[config.mk]
export PLATFORM = sky130hd
export DESIGN_NAME = dadda_mul_arbiter
export DESIGN_NICKNAME = d
export VERILOG_FILES = /design/src/rtl/dadda_mul_arbiter.sv
export SDC_FILE = /design/constraint.sdc
export NUM_CORES = 1
export LEC_CHECK = 0
export CORE_AREA = 4 4 65 67
export DETAILED_ROUTE_END_ITERATION = 6
export DIE_AREA = 0 0 69 71
export DONT_BUFFER_PORTS = 1
export HOLD_SLACK_MARGIN = 0.08
export SLEW_MARGIN = 20
export SYNTH_ARGS = -nofsm -noshare
export SYNTH_HDL_FRONTEND = slang
export SYNTH_SLANG_ARGS = --single-unit
[constraint.sdc]
create_clock -name clk -period 4 [get_ports clk]
set_clock_uncertainty 0.15 [all_clocks]
set_input_delay 1.2 -clock clk [delete_from_list [all_inputs] [get_ports clk]]
set_output_delay 1.2 -clock clk [all_outputs]
set_load 0.05 [all_outputs]
[src/rtl/dadda_mul_arbiter.sv]
// Round-robin shared 16x16 Dadda multiplier: N requesters feed a two-stage
// operand/product pipeline that returns tagged products in acceptance order.

module dadda_multiplier (
   input  logic [15:0] a,
   input  logic [15:0] b,
   output logic [31:0] product
);

   // Row heights after each Dadda reduction stage, starting from 16 partial products.
   function automatic int stage_height(input int s);
      case (s)
         0:       return 13;
         1:       return 9;
         2:       return 6;
         3:       return 4;
         4:       return 3;
         default: return 2;
      endcase
   endfunction

   function automatic logic [31:0] dadda_product(input logic [15:0] op_a, input logic [15:0] op_b);
      logic [31:0] rows [16];
      logic [31:0] nxt  [16];
      logic [31:0] x, y, z;
      int n, k;
      for (int i = 0; i < 16; i++)
         rows[i] = op_b[i] ? ({16'd0, op_a} << i) : 32'd0;
      n = 16;
      for (int s = 0; s < 6; s++) begin
         // Only as many 3:2 compressors as needed to reach the next height.
         k = n - stage_height(s);
         for (int i = 0; i < 16; i++)
            nxt[i] = 32'd0;
         for (int i = 0; i < 5; i++) begin
            if (i < k) begin
               x = rows[4'(3*i)];
               y = rows[4'(3*i+1)];
               z = rows[4'(3*i+2)];
               nxt[4'(2*i)]   = x ^ y ^ z;
               nxt[4'(2*i+1)] = ((x & y) | (x & z) | (y & z)) << 1;
            end
         end
         for (int j = 0; j < 16; j++)
            if (j >= 3*k && j < n)
               nxt[4'(j-k)] = rows[j];
         rows = nxt;
         n = stage_height(s);
      end
      return rows[0] + rows[1];
   endfunction

   assign product = dadda_product(a, b);

endmodule

module dadda_mul_arbiter #(
   parameter int NUM_REQ = 4,
   parameter int ID_W    = $clog2(NUM_REQ)
) (
   input  logic                  clk,
   input  logic                  rst_n,
   input  logic [NUM_REQ-1:0]    req_valid,
   output logic [NUM_REQ-1:0]    req_ready,
   input  logic [NUM_REQ*16-1:0] req_a,
   input  logic [NUM_REQ*16-1:0] req_b,
   output logic                  rsp_valid,
   input  logic                  rsp_ready,
   output logic [ID_W-1:0]       rsp_id,
   output logic [31:0]           rsp_product,
   output logic                  busy
);

   logic            s1_v;
   logic [15:0]     s1_a;
   logic [15:0]     s1_b;
   logic [ID_W-1:0] s1_id;
   logic [ID_W-1:0] rr_ptr;
   logic [ID_W-1:0] gnt;
   logic [ID_W-1:0] next_ptr;
   logic [ID_W:0]   probe;
   logic            gnt_found;
   logic            s2_free;
   logic            s1_free;
   logic            accept;
   logic [31:0]     mul_product;

   dadda_multiplier u_mul (
      .a       (s1_a),
      .b       (s1_b),
      .product (mul_product)
   );

   assign s2_free  = !rsp_valid | rsp_ready;
   assign s1_free  = !s1_v | s2_free;
   assign accept   = gnt_found & s1_free;
   assign next_ptr = (gnt == ID_W'(NUM_REQ-1)) ? '0 : gnt + 1'b1;
   assign busy     = s1_v | rsp_valid;

   // Walk upward from rr_ptr with wrap; first pending requester wins.
   always_comb begin
      gnt_found = 1'b0;
      gnt       = '0;
      probe     = '0;
      for (int k = 0; k < NUM_REQ; k++) begin
         probe = {1'b0, rr_ptr} + (ID_W+1)'(k);
         if (probe >= (ID_W+1)'(NUM_REQ))
            probe = probe - (ID_W+1)'(NUM_REQ);
         if (!gnt_found && req_valid[probe[ID_W-1:0]]) begin
            gnt_found = 1'b1;
            gnt       = probe[ID_W-1:0];
         end
      end
   end

   always_comb begin
      req_ready = '0;
      if (rst_n && accept)
         req_ready[gnt] = 1'b1;
   end

   always_ff @(posedge clk or negedge rst_n) begin
      if (!rst_n) begin
         s1_v        <= 1'b0;
         s1_a        <= '0;
         s1_b        <= '0;
         s1_id       <= '0;
         rsp_valid   <= 1'b0;
         rsp_id      <= '0;
         rsp_product <= '0;
         rr_ptr      <= '0;
      end else begin
         if (s2_free) begin
            rsp_valid <= s1_v;
            if (s1_v) begin
               rsp_product <= mul_product;
               rsp_id      <= s1_id;
            end
         end
         if (s1_free) begin
            s1_v <= accept;
            if (accept) begin
               s1_a   <= req_a[16*gnt +: 16];
               s1_b   <= req_b[16*gnt +: 16];
               s1_id  <= gnt;
               rr_ptr <= next_ptr;
            end
         end
      end
   end

endmodule

* Word-level counts from Yosys, hierarchy flattened *
Cells that the tools add are included.

storage, ports and cells
  register bits = 8
  input bits = 135
  output and inout bits = 40
  word-level logic and storage cells = 64

operators by class
  add/subtract/negate cells = 8
  order comparisons = 10
  equal/unequal tests = 1
  muxes and demuxes = 24
  bitwise logic cells = 4
  reduce and logical (&&, ||, !) cells = 12

operators with widths
  cell                   number
  $mux W2                9
  $lt A2 B3 Y1 const B   5
  $ge A3 B3 Y1 const B   3
  $mux W1                9
  $bmux W1 S2            4
  $sub A2 B1 Y2 const B  4
  $add A2 B2 Y3 const B  2
  $logic_and A1 B1 Y1    5
  $logic_not A1 Y1       5
  $mux W4                1
  $reduce_and A2 Y1      2
  $add A2 B1 Y3 const B  1
  $ge A2 B3 Y1 const B   1
  $or A1 B1 Y1           3
  $add A2 B1 Y2 const B  1
  $demux W1 S2           1
  $eq A2 B2 Y1 const B   1
  $ge A2 B1 Y1 const B   1
  $and A1 B1 Y1          1

* Longest topological paths before layout *
Gate-level depths: netlist of the first run.

  depth after elaboration = 19
  mapped depth = 7
  gate-level depth less buffers = 7

* Hierarchy *
From an unflattened synthesis of the first run, not the netlist that was laid out.

second synthesis, totals
  cell total of the unflattened synthesis = 335
  area, all modules = 4205.3 µm²

modules (own cells, without submodules)
  module             instances  cells an instance  area each (µm²)  sequential area each (µm²)
  dadda_mul_arbiter  1          302                3961.3           1801.7
  dadda_multiplier   1          33                 244.0            0.0

* Worst setup path before layout of the first run *
OpenSTA, ideal clock, no wires.

  kind = input port to output port
  start = in req_valid[2]
  end = out req_ready[3]
  data arrival time = 2.636 ns
  required time = 2.650 ns
  setup slack = 0.014 ns
  stages on the path = 6
  path buffers = 0
  path through = nor2b_1 -> a21o_1 -> a221oi_1 -> and2_1 -> ha_1 -> and3_1

between the ends
  longest elaborated chain between the ends = 17
  elaborated cells on any way between the ends = 30
  those cells by class = order compare: 2; mux: 19; bitwise: 1; reduce/logical: 8

ends and longest elaborated chain
  item                                                                       line  RTL
  from (decl)                                                                63    input logic [NUM_REQ-1:0] req_valid,
  $bmux W1 S2                                                                109   if (!gnt_found && req_valid[probe[ID_W-1:0]]) begin
  $mux W1 (implied by the code)                                              109
  $mux W1                                                                    109
  $logic_not A1 Y1                                                           109
  $logic_and A1 B1 Y1                                                        109
  $mux W1                                                                    109
  $logic_not A1 Y1                                                           109
  $logic_and A1 B1 Y1                                                        109
  $mux W1                                                                    109
  $logic_not A1 Y1                                                           109
  $logic_and A1 B1 Y1                                                        109
  $mux W2                                                                    109
  $lt A2 B3 Y1 (implied by the code) / $ge A2 B1 Y1 (equally long branches)  119   req_ready[gnt] = 1'b1;
  $logic_and A1 B1 Y1 (implied by the code)                                  119
  $mux W1 (implied by the code)                                              119
  $demux W1 S2                                                               119
  $mux W4 *                                                                  118   if (rst_n && accept)
  to (decl)                                                                  64    output logic [NUM_REQ-1:0] req_ready,

Every way passes the cells marked *; elsewhere a longest branch is shown, timed or not. The select of a mux whose other input is x is not followed.

* Worst setup path after layout of the first run *
Ends and elaborated chain as after synthesis.

==> results of run 1 <==
-- metal layers --
metal / GRT usage (%) / vias to the layer above / part of all wire, %
met5: 0 / - / 0
met4: 0.651 / 0 / 0
met3: 2.98 / 0 / 16
met2: 7.10 / 34 / 41
met1: 5.93 / 193 / 43
li1: - / 215 / -
-- power by group through the flow --
stage / Clock (W) / Sequential (W) / Combinational (W)
after floorplan: 0 / 0.000167 / 0.000206
after global placement: 0 / 0.000177 / 0.000219
after detailed placement: 0 / 0.000177 / 0.000221
after CTS: 0.0000988 / 0.000176 / 0.000222
after global routing: 0.000104 / 0.000184 / 0.000248
final: 0.0000959 / 0.000176 / 0.000224
-- critical path, cell delays in order --
cell and delay (ns):
nor2b_1 0.12, a21o_1 0.17, a221oi_2 0.21, buf_4 0.16
and2_1 0.15, ha_1 0.17, and3_1 0.20, buf_12 0.14
-- registers in the layout, indices dropped and copies added, names as in the netlist --
signal     count
rr_ptr         2
rsp_valid      1
s1_v           1
rsp_id         2
s1_id          2
-- placed cells by master, fill, tap and decap left out, drive strengths merged, types with 3 or more instances in the layout --
| master | synthesis | routed |
|---|---|---|
| ha | 4 | 4 |
| dfrtp | 8 | 8 |
| buf | 33 | 5 |
| clkbuf | 0 | 3 |
| mux2 | 4 | 4 |
| nand2b | 5 | 5 |
| nand2 | 7 | 7 |
| and3 | 4 | 4 |
| conb | 1 | 32 |
-- logic make-up (layout without fill, tap and decap cells) --
group                      count (synthesis)  in the layout  synth area share (%)
adders and majority gates                  4              4                  6.66
DFF                                        8              8                  26.6
and+or+nand+nor                           24             24                  19.0
muxes                                      4              4                  6.99
AOI/OAI and AO/OA                          6              6                  5.82
other                                      1             32                 0.499
buffers and inverters                     35             10                  34.4
-- worst max-delay path by stage --
stage / slack (ns) / from / depth (start not counted) / to
2_1_floorplan: 0.01 / req_valid[2] / 6 / req_ready[3]
3_3_place_gp: 0.1 / req_valid[2] / 8 / req_ready[3]
3_5_place_dp: 0.11 / req_valid[2] / 8 / req_ready[3]
4_1_cts: 0.10 / req_valid[2] / 8 / req_ready[3]
5_1_grt: -0.01 / req_valid[2] / 8 / req_ready[3]
6_report: 0.13 / req_valid[2] / 8 / req_ready[3]
-- metrics by stage --
step | util [%] | worst slack (ns) | std cells | cell area, um2
floorplan | - | 0.0143 | 113 | 868
global placement | 20.4 | 0.0987 | 133 | 739
detailed placement | 20.4 | 0.111 | 133 | 739
CTS | 21.5 | 0.101 | 136 | 781
global route | 21.7 | -0.0101 | 136 | 787
finish | 21.7 | 0.133 | 136 | 787
-- layout make-up --
class | count | area, um2 | share of cell area [%]
multi-input combinational | 70 | 415 | 52.8
timing repair buffer | 5 | 62.6 | 7.95
inverter | 2 | 7.51 | 0.954
tap | 48 | 60.1 | 7.63
clock buffer | 3 | 41.3 | 5.25
sequential | 8 | 200 | 25.4
-- repair_timing --
action	in CTS	in global routing
gates resized for setup	0	1
hold buffers	0	0
setup endpoints to repair	0	2
endpoints found under the hold margin	0	0
==> key figures, run 1 <==
Synthesis
  – Asr flop ratio synth: 100%
  – Synth Area per Inst: 9.17 um2
  – Synthesized flop and latch total: 8
  – Mapped Area: roughly 750 um2
  – Most frequent cell after synthesis: buf_4
  – Synth top area share: 31.9%
  – Synth cell count leaders: buf_4, dfrtp_1, nand2_1
  – Synth cell types: 24
  – Synth area leaders: buf_4, dfrtp_1, ha_1
  – Seq/Total Area, Yosys: approximately a quarter
  – Synth area leader: buf_4
  – Yosys warnings: 0
  – Ys flop type: dfrtp_1
  – Cells after Synth: 82
  – EDFF count, synth: 0

Routing
  – Total wire length: 1260 um
  – Initial DRC Count: 13
  – Drc violations: 0
  – Vias/cell: 3.25
  – Via Count: approximately 440
  – Post-route ant nets: 0
  – Wire length per cell: 9.28 um
  – First-pass iteration count of the detailed router: 3

Power and ir drop
  – Pleak: 0.410 nW
  – Peak VDD IR: 0.000264 V
  – Sequential share of power: 35.5%
  – Power per cell area: 631 mW/mm2
  – Power, Total: 0.000496 W
  – Combinational share of power: 45.2%
  – Clock group share of total power: 19.3%
  – Int Pwr: around 0.00026 W
  – Psw: around 0.00024 W
  – Switching Share: 47.6%

Critical path
  – Worst setup EP type: primary output
  – CP Launch Type: input pin
  – R2R Setup Slk: 2.23 ns
  – R2R depth: 7
  – Worst R2R End: rr_ptr[0]$_DFFE_PN0P_
  – Critical R2R Launch: rr_ptr[0]$_DFFE_PN0P_
  – Critical Path AT: ~2.5 ns
  – WS Path Type: in -> out
  – CP Max Fanout: 4
  – Crit path required time: 2.65 ns

Floorplanning
  – Num rows: 22
  – Die height: 71 um
  – Die width: 69 um
  – Top Ports: between 150 and 200
  – Total core area: between 0.003 and 0.004 mm2
  – Initial Util: 20.7%
  – DIE AREA: approximately 0.005 mm2

Timing
  – Setup Viol. Count Final: 0
  – Period utilisation layout: just under 100%
  – Hold WS: 0.357 ns
  – Max-slew violations: 0
  – Max Fclk: 259 MHz
  – Actual slew at the worst max-slew pin: 0.546 ns
  – Fin crit period: 3.87 ns
  – TNS Setup: 0 ns
  – Final Hold Viols: 0
  – Worst relative slew slack: 63.6%

GRT
  – Largest net degree at the start of global routing: 13
  – Initial antenna violation count: 0
  – Vias in the first global route: 439
  – Grt ovf: 0
  – First-pass GRT wire length: 1950 um
  – All-Layer GR Usage: under 10%

Run
  – Max-Cap Viols: 0

Finish
  – Fillers: 406
  – Area Growth Syn to Fin: 4.66%
  – Layout cells sized above 1: 19.3%
  – Diode count: 0
  – Nets: roughly 230

Run status
  – Outcome: complete, no violations

Clock network
  – Worst-skew pair later-pin latency: 0.23 ns
  – Htree depth: 1
  – Clock-pin slew on the worst setup and hold paths: 0.04 ns
  – Setup Buffers After CTS: 0
  – Clock tree buffer depth: 2
  – Num CTS Buffers: 3
  – CTS tree: done
  – Root Buffer: clkbuf_8
  – Clock Sinks: 8

Worst hold path
  – HP Class: reg -> reg
  – Hold EP: rsp_valid$_DFFE_PN0P_
  – Hold depth: 1
  – Hold Crit Start: s1_v$_DFFE_PN0N_

Placed design
  – Hpwl dp: between 1000 and 1500 um
  – Port Buffers: 0
  – GP Congestion: 0.697
(Power assumes the default switching activity.)
==> run 2: changes to the inputs <==
- CORE_AREA: 4 4 65 67 -> 4 4 66 68
- DIE_AREA: 0 0 69 71 -> 0 0 70 72
- SETUP_SLACK_MARGIN: not set -> 0.3
==> run 2 against run 1 <==
- core utilization decreased by 0.28 points
- non-clock buffer count down 2
- clock power rose by 1%
- count of clock-buffer cells in the layout stayed put
- final cell count unchanged
- die area increased by 2.9%
- cell area is 4.8% higher
- global-route usage up 0.29 points
- via count unchanged
- combinational power increased by 20%
- sequential share of layout area fell by 1.2 points
- critical path depth decreased by 2
==> key figures, run 2 (synthesized netlist as in run 1, its figures left out) <==
Timing
  – Setup Viol. Count Final: 0 (unchanged)
  – Actual slew at the worst max-slew pin: 0.537 ns (was 0.546 ns)
  – Final Hold Viols: 0 (unchanged)
  – RSZ-0062 raised after global routing: yes
  – Max-slew violations: 0 (unchanged)
  – TNS Setup: 0 ns (unchanged)
  – Max Fclk: 267 MHz (was 259 MHz)
  – Fin crit period: 3.74 ns (was 3.87 ns)
  – Period utilisation layout: 93.6% (was 96.7%)
  – Worst relative slew slack: 64.2% (was 63.6%)

Finish
  – Seq. cell area: 200 um2 (unchanged)
  – Diode count: 0 (unchanged)
  – Multi-input logic area: 487 um2 (was 415 um2)
  – Fillers: 440 (was 406)
  – Regs by FF count: rr_ptr x2, rsp_id x2, s1_id x2 (unchanged)
  – Most common cell after layout, fill and taps aside: conb_1 (unchanged)
  – Commonest cells after routing, fill and taps aside: conb_1, dfrtp_1, nand2_1 (unchanged)
  – Nets: 227 (was 229)
  – Layout cells sized above 1: 30.2% (was 19.3%)
  – Area Growth Syn to Fin: 9.65% (was 4.66%)

Critical path
  – Largest stage delay, worst path: 0.28 ns (was 0.21 ns)
  – CP Launch Type: input pin (unchanged)
  – Worst setup EP type: primary output (unchanged)
  – WS Path Type: in -> out (unchanged)
  – Crit path required time: 2.65 ns (about the same)
  – Cell Chain, Critical Path: nor2b_4, a21o_1, a221oi_4, and2_4, ha_4, and3_4 (was nor2b_1, a21o_1, a221oi_2, buf_4, and2_1, ha_1, and3_1, buf_12)
  – CP max stage cell: a221oi_4 (was a221oi_2)
  – CP Max Fanout: 4 (unchanged)
  – Critical Path AT: 2.39 ns (was 2.52 ns)

Floorplanning
  – Top Ports: 175 (unchanged)
  – Die width: 70 um (was 69 um)
  – Die height: 72 um (was 71 um)
  – Total core area: 0.00386 mm2 (was 0.00363 mm2)
  – Initial Util: 19.5% (was 20.7%)
  – Num rows: 23 (was 22)
  – DIE AREA: 0.00504 mm2 (was 0.00490 mm2)

Routing
  – Post-route ant nets: 0 (unchanged)
  – Total wire length: 1330 um (was 1260 um)
  – First-pass iteration count of the detailed router: 3 (unchanged)
  – Initial DRC Count: 8 (was 13)
  – Drc violations: 0 (unchanged)
  – Via Count: 442 (unchanged)
  – Wire length per cell: 9.79 um (was 9.28 um)
  – Vias/cell: 3.25 (unchanged)

Clock network
  – Root Buffer: clkbuf_8 (unchanged)
  – Clock Sinks: 8 (unchanged)
  – Worst-skew pair later-pin latency: 0.23 ns (about the same)
  – Htree depth: 1 (unchanged)
  – Num CTS Buffers: 3 (unchanged)
  – Clock tree buffer depth: 2 (unchanged)
  – Clock-pin slew on the worst setup and hold paths: 0.04 ns (about the same)
  – CTS tree: done (unchanged)

GRT
  – All-Layer GR Usage: 5.05% (was 4.75%)
  – Vias in the first global route: 405 (was 439)
  – Initial antenna violation count: 0 (unchanged)
  – M3 GR Usage: 3.05% (was 2.98%)
  – Grt ovf: 0 (unchanged)
  – Gr busiest metal: met2 (unchanged)
  – First-pass GRT wire length: 1950 um (unchanged)
  – Routing usage on met2: 7.03% (was 7.10%)
  – Largest net degree at the start of global routing: 13 (unchanged)
  – Met1 GRT Util: 5.82% (was 5.93%)

Placed design
  – Port Buffers: 0 (unchanged)
  – GP Congestion: 0.673 (was 0.697)
  – Hpwl dp: 1050 um (was 1060 um)

Power and ir drop
  – Power per cell area: 664 mW/mm2 (was 631 mW/mm2)
  – Pleak: 0.392 nW (was 0.410 nW)
  – Power, Total: 0.000548 W (was 0.000496 W)
  – Peak VDD IR: 0.000274 V (was 0.000264 V)

Worst hold path
  – HP Class: reg -> reg (unchanged)

Run
  – Max-Cap Viols: 0 (unchanged)

Run status
  – Outcome: complete, no violations (unchanged)
-- run 2: power breakdown --
| part | switching [W] | internal, W |
|---|---|---|
| Combinational | 0.000158 | 0.000109 |
| Clock | 0.0000320 | 0.0000652 |
| Sequential | 0.0000714 | 0.000112 |
| Total | 0.000262 | 0.000286 |
-- run 2: repair_timing --
action | CTS | global route
endpoints found under the setup margin | 4 | 4
buffers inserted | 2 | 1
resized for setup | 11 | 3
pin swaps | 8 | 9
hold buffers | 0 | 0
-- run 2: worst paths after layout --
path / start / slack, ns / cells after the start / end
max in group asynchronous: rst_n / 3.11 / 0 / s1_id[0]$_DFFE_PN0P_
worst max register to register: rr_ptr[0]$_DFFE_PN0P_ / 2.21 / 6 / rr_ptr[0]$_DFFE_PN0P_
worst min register to register: s1_id[0]$_DFFE_PN0P_ / 0.35 / 1 / s1_id[0]$_DFFE_PN0P_
worst max-delay path: req_valid[2] / 0.26 / 6 / req_ready[3]
min in group asynchronous: rst_n / 0.51 / 0 / rsp_valid$_DFFE_PN0P_
worst min-delay path: s1_id[0]$_DFFE_PN0P_ / 0.35 / 1 / s1_id[0]$_DFFE_PN0P_
-- run 2: worst max-delay path: cells and delay by family --
family          cells  cell delay [ns]
compound gates      2             0.46
fa+ha+maj           1             0.13
simple gates        3             0.61
-- run 2: layer usage --
layer  part of all wire, %  routed length [um]
met1                    39                 520
met2                    43                 567
met3                    17                 220
met4                   1.7                  22
met5                     0                   0
-- run 2: final cells by class --
type | count | area share, %
multi-input cells | 70 | 59.0
flip-flops and latches | 8 | 24.3
well taps | 50 | 7.59
clock buffers | 3 | 5.01
repair buffers | 3 | 3.19
inverters | 2 | 0.910
-- run 2: through the flow --
| step | hold slack [ns] | util, % | worst slack [ns] | instances | instance area (um2) |
|---|---|---|---|---|---|
| after floorplan | 0.321 | - | 0.281 | 113 | 887 |
| after global placement | 0.345 | 18.1 | 0.153 | 130 | 698 |
| after detailed placement | 0.351 | 18.1 | 0.161 | 130 | 698 |
| after CTS | 0.360 | 21.0 | 0.213 | 135 | 811 |
| after global routing | 0.386 | 21.4 | 0.194 | 136 | 825 |
| final | 0.351 | 21.4 | 0.255 | 136 | 825 |
